`config.mk`:
```
export PLATFORM = sky130hd
export DESIGN_NAME = uart_host_ctrl
export DESIGN_NICKNAME = d
export VERILOG_FILES = /design/src/rtl/uart_host_ctrl.sv
export SDC_FILE = /design/constraint.sdc
export NUM_CORES = 1
export LEC_CHECK = 0
export ABC_AREA = 0
export CAP_MARGIN = 10
export CORE_UTILIZATION = 40
export DETAILED_ROUTE_END_ITERATION = 10
export PLACE_DENSITY_LB_ADDON = 0.15
export RECOVER_POWER = 50
export SYNTH_ARGS = -nofsm -noshare
export SYNTH_HDL_FRONTEND = slang
export SYNTH_SLANG_ARGS = --single-unit
```
`constraint.sdc`:
```
create_clock -name CLK -period 1.95 [get_ports CLK]
set_clock_uncertainty 0.1 [all_clocks]
set_input_delay 0.39 -clock CLK [delete_from_list [all_inputs] [get_ports CLK]]
set_output_delay 0.39 -clock CLK [all_outputs]
set_load 0.01 [all_outputs]
```
`src/rtl/uart_host_ctrl.sv`:
```
// Host-side initiator for a UART chip-select register interface: byte stream in, strobes out.
// Define UART_HOST_ERR_CNT_EN to add the saturating PERR_CNT/FERR_CNT error counters.
module uart_host_ctrl #(
   parameter int unsigned GUARD_CYCLES = 2,
   parameter int unsigned RX_PRIORITY  = 1
) (
   input  logic       CLK,
   input  logic       RESET,
   input  logic       TX_VALID,
   input  logic [7:0] TX_DATA,
   output logic       TX_READY,
   output logic       RX_VALID,
   output logic [7:0] RX_DATA,
   output logic       RX_PERR,
   output logic       RX_FERR,
   input  logic       RX_READY,
   output logic       OVF_SEEN,
   input  logic       CLR_ERR,
`ifdef UART_HOST_ERR_CNT_EN
   output logic [7:0] PERR_CNT,
   output logic [7:0] FERR_CNT,
`endif
   output logic       CSN,
   output logic       WEN,
   output logic       OEN,
   output logic [7:0] DATA_IN,
   input  logic [7:0] DATA_OUT,
   input  logic       TXRDY,
   input  logic       RXRDY,
   input  logic       PARITY_ERR,
   input  logic       FRAMING_ERR,
   input  logic       OVERFLOW
);

   typedef enum logic [1:0] {StIdle, StWr, StRd, StGuard} state_e;

   localparam logic [3:0] GuardLoad = 4'(GUARD_CYCLES);

   state_e     state_q, state_d;
   logic [3:0] guard_cnt_q, guard_cnt_d;
   logic       csn_q, csn_d;
   logic       wen_q, wen_d;
   logic       oen_q, oen_d;
   logic [7:0] data_in_q, data_in_d;
   logic       rx_valid_q, rx_valid_d;
   logic [7:0] rx_data_q, rx_data_d;
   logic       rx_perr_q, rx_perr_d;
   logic       rx_ferr_q, rx_ferr_d;
   logic       ovf_q, ovf_d;

   logic rd_req, wr_req;
   logic serve_rd, serve_wr;
   logic capture;

   // A held byte blocks further reads so the UART keeps the data under backpressure.
   assign rd_req  = RXRDY & ~rx_valid_q;
   assign wr_req  = TX_VALID & TXRDY;
   assign capture = (state_q == StRd);

   always_comb begin
      serve_rd = 1'b0;
      serve_wr = 1'b0;
      if (state_q == StIdle) begin
         if (RX_PRIORITY != 0) begin
            serve_rd = rd_req;
            serve_wr = wr_req & ~rd_req;
         end else begin
            serve_wr = wr_req;
            serve_rd = rd_req & ~wr_req;
         end
      end
   end

   assign TX_READY = serve_wr & ~RESET;

   // Strobe levels are computed one cycle ahead so the pins come straight from flops.
   always_comb begin
      state_d     = state_q;
      guard_cnt_d = guard_cnt_q;
      csn_d       = 1'b1;
      wen_d       = 1'b1;
      oen_d       = 1'b1;
      data_in_d   = data_in_q;
      unique case (state_q)
         StIdle: begin
            if (serve_wr) begin
               state_d   = StWr;
               csn_d     = 1'b0;
               wen_d     = 1'b0;
               data_in_d = TX_DATA;
            end else if (serve_rd) begin
               state_d = StRd;
               csn_d   = 1'b0;
               oen_d   = 1'b0;
            end
         end
         StWr, StRd: begin
            state_d     = StGuard;
            guard_cnt_d = GuardLoad;
         end
         StGuard: begin
            guard_cnt_d = guard_cnt_q - 4'd1;
            if (guard_cnt_q <= 4'd1) begin
               state_d     = StIdle;
               guard_cnt_d = 4'd0;
            end
         end
         default: begin
            state_d     = StIdle;
            guard_cnt_d = 4'd0;
         end
      endcase
   end

   always_comb begin
      rx_valid_d = rx_valid_q;
      rx_data_d  = rx_data_q;
      rx_perr_d  = rx_perr_q;
      rx_ferr_d  = rx_ferr_q;
      if (rx_valid_q && RX_READY) begin
         rx_valid_d = 1'b0;
      end
      if (capture) begin
         rx_valid_d = 1'b1;
         rx_data_d  = DATA_OUT;
         rx_perr_d  = PARITY_ERR;
         rx_ferr_d  = FRAMING_ERR;
      end
   end

   // A fresh overflow beats a simultaneous clear.
   assign ovf_d = OVERFLOW | (ovf_q & ~CLR_ERR);

   always_ff @(posedge CLK or posedge RESET) begin
      if (RESET) begin
         state_q     <= StIdle;
         guard_cnt_q <= 4'd0;
         csn_q       <= 1'b1;
         wen_q       <= 1'b1;
         oen_q       <= 1'b1;
         data_in_q   <= 8'h00;
         rx_valid_q  <= 1'b0;
         rx_data_q   <= 8'h00;
         rx_perr_q   <= 1'b0;
         rx_ferr_q   <= 1'b0;
         ovf_q       <= 1'b0;
      end else begin
         state_q     <= state_d;
         guard_cnt_q <= guard_cnt_d;
         csn_q       <= csn_d;
         wen_q       <= wen_d;
         oen_q       <= oen_d;
         data_in_q   <= data_in_d;
         rx_valid_q  <= rx_valid_d;
         rx_data_q   <= rx_data_d;
         rx_perr_q   <= rx_perr_d;
         rx_ferr_q   <= rx_ferr_d;
         ovf_q       <= ovf_d;
      end
   end

   assign CSN      = csn_q;
   assign WEN      = wen_q;
   assign OEN      = oen_q;
   assign DATA_IN  = data_in_q;
   assign RX_VALID = rx_valid_q;
   assign RX_DATA  = rx_data_q;
   assign RX_PERR  = rx_perr_q;
   assign RX_FERR  = rx_ferr_q;
   assign OVF_SEEN = ovf_q;

`ifdef UART_HOST_ERR_CNT_EN
   logic [7:0] perr_cnt_q, perr_cnt_d;
   logic [7:0] ferr_cnt_q, ferr_cnt_d;

   // Clear beats a same-cycle increment; both counters saturate at 255.
   always_comb begin
      perr_cnt_d = perr_cnt_q;
      ferr_cnt_d = ferr_cnt_q;
      if (CLR_ERR) begin
         perr_cnt_d = 8'd0;
         ferr_cnt_d = 8'd0;
      end else if (capture) begin
         if (PARITY_ERR && (perr_cnt_q != 8'hFF)) begin
            perr_cnt_d = perr_cnt_q + 8'd1;
         end
         if (FRAMING_ERR && (ferr_cnt_q != 8'hFF)) begin
            ferr_cnt_d = ferr_cnt_q + 8'd1;
         end
      end
   end

   always_ff @(posedge CLK or posedge RESET) begin
      if (RESET) begin
         perr_cnt_q <= 8'd0;
         ferr_cnt_q <= 8'd0;
      end else begin
         perr_cnt_q <= perr_cnt_d;
         ferr_cnt_q <= ferr_cnt_d;
      end
   end

   assign PERR_CNT = perr_cnt_q;
   assign FERR_CNT = ferr_cnt_q;
`endif

endmodule

```
==> results of run 1 <==
-- cells by family (layout without fill, tap and decap cells) --
group | after synthesis | after routing | share of synthesized area
AOI/OAI and AO/OA | 16 | 16 | 0.09164
adders and majority gates | 5 | 5 | 0.04980
muxes | 18 | 18 | 0.1614
and+or+nand+nor | 16 | 16 | 0.08169
buffers and inverters | 11 | 77 | 0.03486
DFF | 29 | 29 | 0.5807
-- path summary, 6_finish.rpt --
kind                              end  slack (ns)  cells after the start
hold / removal               OVF_SEEN        0.40                      1
setup / recovery             TX_READY        0.06                      6
min in group asynchronous    OVF_SEEN        0.63                      3
max in group asynchronous  RX_DATA[0]        0.67                      3
setup reg to reg           RX_DATA[0]        0.30                      4
hold reg to reg              OVF_SEEN        0.40                      1
-- registers in the layout, summed over array words and instances (netlist names) --
register,count
OEN,1
RX_FERR,1
RX_DATA,8
state_q,2
WEN,1
CSN,1
RX_PERR,1
OVF_SEEN,1
guard_cnt_q,4
DATA_IN,8
RX_VALID,1
-- routing by layer --
layer | routed length [um] | vias to the layer above
met5 | 0 | -
li1 | - | 462
met4 | 72 | 0
met1 | 1036 | 456
met2 | 1271 | 44
met3 | 233 | 10
-- cell usage in the layout, fill, tap and decap left out, types with 2 or more instances in the layout --
| master | synthesis | layout |
|---|---|---|
| inv_2 | 0 | 3 |
| dfrtp_1 | 26 | 26 |
| o21ai_0 | 3 | 3 |
| dlymetal6s2s_1 | 0 | 2 |
| dfstp_2 | 3 | 3 |
| nor3_1 | 2 | 2 |
| nor2_1 | 2 | 2 |
| buf_4 | 0 | 11 |
| clkdlybuf4s50_1 | 0 | 44 |
| a21o_1 | 4 | 4 |
| ha_1 | 5 | 4 |
| mux2_2 | 18 | 18 |
| inv_1 | 9 | 6 |
| dlygate4sd3_1 | 0 | 2 |
| nand2_1 | 3 | 2 |
| clkbuf_4 | 0 | 5 |
-- per-stage QoR --
step / total power [mW] / cell area (um2) / instances / TNS (ns)
2_1_floorplan: 1.702 / 1256 / 95 / 0
3_3_place_gp: 2.346 / 1864 / 194 / -0.4151
3_5_place_dp: 2.414 / 1864 / 194 / -0.6661
4_1_cts: 2.806 / 1927 / 201 / 0
5_1_grt: 3.008 / 1953 / 203 / -0.003216
6_report: 2.817 / 1953 / 203 / 0
-- critical path, cell delays in order --
cell and delay [ns]:
clkdlybuf4s50_1 0.39, and2b_1 0.22, nor2_8 0.13, inv_2 0.04, nor2_1 0.10, buf_2 0.14
-- layout make-up --
cell class                      instances  area, um2
Fill cell                             233      923.4
Multi-Input combinational cell         55      504.2
Sequential cell                        29      729.5
Tap cell                               42      52.55
Timing Repair Buffer                   61      578.1
Clock buffer                            7      55.05
Inverter                                9      33.78
-- power by group through the flow --
stage          Combinational, mW  Sequential [mW]  Clock, mW
2_1_floorplan              0.593             1.11          0
3_3_place_gp                1.35            0.995          0
3_5_place_dp                1.40             1.01          0
4_1_cts                     1.42             1.01      0.376
5_1_grt                     1.56             1.04      0.407
6_report                    1.45             1.01      0.360
-- repair_timing --
| item | in CTS | in global routing |
|---|---|---|
| gates cloned | 0 | 0 |
| endpoints found under the setup margin | 1 | 1 |
| pin swaps | 0 | 2 |
| buffers inserted | 0 | 2 |
| hold buffers | 0 | 0 |
| gates resized for setup | 8 | 6 |
==> run_results.csv, run 1 <==
group,metric,value,unit
outcome,outcome,"complete, but fails checks",
outcome,violations,"design-rule violations",
power_and_ir_drop,p_leak,0.9154,nW
power_and_ir_drop,p_comb_frac,0.515,
worst_setup_path,crit_type,"in2out",
worst_setup_path,critPathRequiredTime,1.46,ns
place,dp_hpwl,1953,um
synth,ys_ff_latch,29,
worst_setup_path,cp-start-kind,"primary input",
routing,drt_iter0_markers,17,
synth,synth_common_cells,"dfrtp_1, mux2_2, inv_1, ha_1, a21o_1",
synth,async_flop_share,1.000,
clock_tree,cts.sinks,29,
timing,setup_violations,0,
place,gp_congestion,0.8574,
die,die_h,58.04,um
global_routing,grt_max_degree,30,
timing,worst_pin_slew,0.7005,ns
timing,worst_hold_slack,0.4006,ns
global_routing,busiest_layer,"met2",
synth,syn_avg_cell_area,13.22,um2
power_and_ir_drop,irDropWorstVdd,0.8472,mV
timing,slew_viol_final,0,
clock_tree,insertion_delay,0.32,ns
global_routing,antenna_found_initial,0,
worst_setup_path,crit_start,"RXRDY",
clock_tree,htreeDepth,2,
global_routing,grt_util_met2,0.2824,
worst_setup_path,rr_startpoint,"state_q[1]",
final_layout,drive_above_1_share,0.3043,
routing,vias_per_cell,4.788,
routing,dr.pass1.iters,7,
global_routing,met3_usage,0.06696,
final_layout,num_antenna_cells,0,
timing,min_period,1.886,ns
synth,ys_seq_area_frac,0.5807,
power_and_ir_drop,seqPwrFrac,0.357,
die,die_w,58.04,um
die,initial_core_util,0.4367,
routing,drt-total-wl,2614,um
clock_tree,cts-root-buf,"clkbuf_4",
global_routing,grt.met1_usage,0.2032,
global_routing,grt_usage,0.1783,
final_layout,syn2layout_area_growth,55.48,%
worst_setup_path,critPathArrivalTime,1.40,ns
power_and_ir_drop,swShare,0.3233,
power_and_ir_drop,power_density,1442,nW/um2
timing,hold_viol_final,0,
worst_setup_path,cp-end-kind,"primary output",
synth,synth_edf_count,0,
timing,relSlewSlack,0.5330,
die,core-area,2877,um2
global_routing,grt_pass1_vias,1013,
worst_setup_path,crit_path_max_fanout,2,
routing,vias,972,
synth,synth_area_leaders,"dfrtp_1, mux2_2, dfstp_2, ha_1, inv_1",
die,die_area,3369,um2
synth,netlist_instances,95,
routing,ant_nets,0,
hold_path,hold_class,"reg2reg",
synth,yosys.area.top_type_share,0.5179,
clock_tree,cts_tree,"done",
hold_path,hp-start,"OVF_SEEN",
power_and_ir_drop,intPower,1.906,mW
timing,layout_setup_ws,0.06374,ns
clock_tree,cts_buffers,5,
clock_tree,path_clk_slew,0.09,ns
routing,wire_per_inst,12.88,um
run,maxCapViolations,0,
synth,synth_area,1256,um2
global_routing,grt_pass1_wl,4388,um
synth,yosysUniqueCellTypes,28,
global_routing,grt_overflow,0,
place,numPortBuffers,49,
clock_tree,cts_buffer_depth,2,
synth,synth_nets,126,
place,dp_worst_setup_slack,-0.4675,ns
power_and_ir_drop,p_clk_frac,0.128,
final_layout,utilization,0.6790,
power_and_ir_drop,p_switching,910.7,uW
synth,synth_top_area_cell,"dfrtp_1",
die,rows,19,
routing,post-route-drc-count,3,
synth,post-synth-top-count-cell,"dfrtp_1",
synth,ys_warn_count,0,
synth,yosys_most_used_dff,"dfrtp_1",
timing,layout_worst_path_cycle_share,0.9673,
final_layout,fin_nets,192,
die,io_pins,50,
timing,max_freq,530.2,MHz
No activity file was read; power rests on OpenSTA's default activity.
==> run 2, diff against run 1 <==
--- a/config.mk
+++ b/config.mk
@@ -7,10 +7,13 @@
 export LEC_CHECK = 0
 export ABC_AREA = 0
 export CAP_MARGIN = 10
+export CORE_MARGIN = 10
 export CORE_UTILIZATION = 40
+export CTS_CLUSTER_SIZE = 40
 export DETAILED_ROUTE_END_ITERATION = 10
 export PLACE_DENSITY_LB_ADDON = 0.15
 export RECOVER_POWER = 50
 export SYNTH_ARGS = -nofsm -noshare
 export SYNTH_HDL_FRONTEND = slang
 export SYNTH_SLANG_ARGS = --single-unit
+export TNS_END_PERCENT = 1
==> run 2 against run 1 <==
  * The run now ends clean
  * Flip-flop and latch count stayed put
  * Maximum frequency is 0.38% lower
  * Core utilization is 3.8 points lower
  * Power is 0.81% lower
  * Combinational power hardly changed
  * First-iteration DRC count is 120% higher
  * Routed wire length is 19% higher
  * Largest cell class unchanged
==> run_results.csv, run 2 (synthesis results as in run 1) <==
group,metric,value,unit
hold_path,hold_class,"reg2reg",
power_and_ir_drop,p_clk_frac,0.121,
clock_tree,cts_buffer_depth,2,
global_routing,grt_max_degree,18,
clock_tree,hold_buffers,0,
place,dp_hpwl,2496,um
worst_setup_path,crit_path_max_fanout,3,
timing,hold_viol_final,0,
power_and_ir_drop,power_density,1440,nW/um2
worst_setup_path,crit_type,"in2out",
die,rows,20,
worst_setup_path,worst-path-stages,6,
clock_tree,cts-root-buf,"clkbuf_4",
place,gp_congestion,0.7790,
die,initial_core_util,0.4149,
worst_setup_path,r2r_end,"RX_DATA[1]",
final_layout,num_antenna_cells,0,
routing,drt_iter0_markers,38,
routing,wire_per_inst,15.11,um
global_routing,grt_usage,0.1115,
final_layout,finish.instance_area,1941,um2
timing,min_period,1.893,ns
worst_setup_path,regToRegSetupSlack,0.30,ns
timing,final.setup.tns,0,ns
timing,layout_setup_ws,0.05659,ns
die,core-area,3028,um2
final_layout,utilization,0.6409,
place,dp_cells,197,
worst_setup_path,slowest_stage,"clkdlybuf4s50_1",
power_and_ir_drop,seqPwrFrac,0.357,
final_layout,layout_common_cells,"clkdlybuf4s50_1, dfrtp_1, mux2_2, buf_4, inv_1",
routing,dr.pass1.iters,4,
die,die_h,76.04,um
power_and_ir_drop,intPower,1.867,mW
worst_setup_path,critical_path_buf_inv_count,3,
final_layout,layoutNonFillerInstCount,205,
final_layout,syn2layout_area_growth,54.48,%
die,die_w,76.04,um
clock_tree,htreeDepth,2,
global_routing,grt_pass1_wl,5292,um
timing,worst_hold_slack,0.3858,ns
worst_setup_path,critPathRequiredTime,1.46,ns
worst_setup_path,rr_startpoint,"state_q[0]",
power_and_ir_drop,swShare,0.3319,
worst_setup_path,critPathArrivalTime,1.40,ns
global_routing,grt_overflow,0,
worst_setup_path,crit_start,"RXRDY",
power_and_ir_drop,power,2.794,mW
run,maxCapViolations,0,
power_and_ir_drop,irDropWorstVdd,0.7661,mV
clock_tree,path_clk_slew,0.08,ns
worst_setup_path,cpPeakStageDelay,0.39,ns
timing,relSlewSlack,0.3885,
routing,vias_per_cell,4.659,
global_routing,antenna_found_initial,0,
worst_setup_path,cp-end-kind,"primary output",
final_layout,drive_above_1_share,0.2981,
power_and_ir_drop,p_switching,927.2,uW
outcome,outcome,"finished clean",
clock_tree,cts_tree,"done",
worst_setup_path,cp-start-kind,"primary input",
worst_setup_path,crit_family,"buffers and inverters",
clock_tree,cts_buffers,5,
place,post_dp_cell_area,1874,um2
worst_setup_path,path_cells,"clkdlybuf4s50_1 > and2b_2 > nor2_8 > inv_2 > nor2_1 > buf_2",
clock_tree,cts.sinks,29,
timing,rsz0062_at_grt,"yes",
timing,slew_viol_final,0,
global_routing,grt_pass1_vias,1079,
routing,drt-total-wl,3098,um
power_and_ir_drop,p_comb_frac,0.522,
timing,max_freq,528.1,MHz
routing,ant_nets,0,
timing,layout_worst_path_cycle_share,0.9710,
worst_setup_path,crit_end,"TX_READY",
die,die_area,5782,um2
routing,post-route-drc-count,0,
final_layout,fin_nets,191,
timing,setup_violations,0,
worst_setup_path,rr_worst_depth,4,
final_layout,final_common_cell,"clkdlybuf4s50_1",
timing,worst_pin_slew,0.9172,ns
routing,vias,955,
die,io_pins,50,
power_and_ir_drop,p_leak,0.9037,nW
place,numPortBuffers,49,
place,dp_worst_setup_slack,-0.5004,ns
clock_tree,insertion_delay,0.32,ns
run 2: layout make-up:
cell class | count | area (um2)
fill | 267 | 1087
sequential | 29 | 729.5
timing repair buffer | 60 | 565.5
multi-input combinational | 55 | 505.5
tap | 44 | 55.05
clock buffer | 6 | 41.29
inverter | 9 | 33.78
clock inverter | 2 | 10.01
run 2: how the worst min path moves through the flow:
| stage | cells after the start | from | end |
|---|---|---|---|
| after floorplan | 1 | RESET | DATA_IN[0] |
| after global placement | 1 | OVF_SEEN | OVF_SEEN |
| after detailed placement | 1 | OVF_SEEN | OVF_SEEN |
| after CTS | 3 | RESET | DATA_IN[5] |
| after global routing | 4 | TX_VALID | CSN |
| final | 1 | OVF_SEEN | OVF_SEEN |
run 2: routing by layer:
metal  vias up  GRT usage  part of all wire
met1       458     0.1059              0.37
met5         -          0                 0
met4         0    0.03977             0.014
met3         5    0.06840              0.10
met2        33     0.1922              0.51
li1        459          -                 -
run 2: repair_timing:
item	4_1_cts	5_1_grt
gates resized for setup	8	6
pin swaps	0	4
buffers inserted	0	0
endpoints found under the setup margin	1	1
run 2: power groups by stage:
stage	combinational, mW	clock (mW)	sequential [mW]
6_report	1.46	0.337	0.998
3_5_place_dp	1.44	0	1.01
5_1_grt	1.60	0.383	1.03
4_1_cts	1.46	0.357	0.997
3_3_place_gp	1.39	0	0.994
2_1_floorplan	0.593	0	1.11
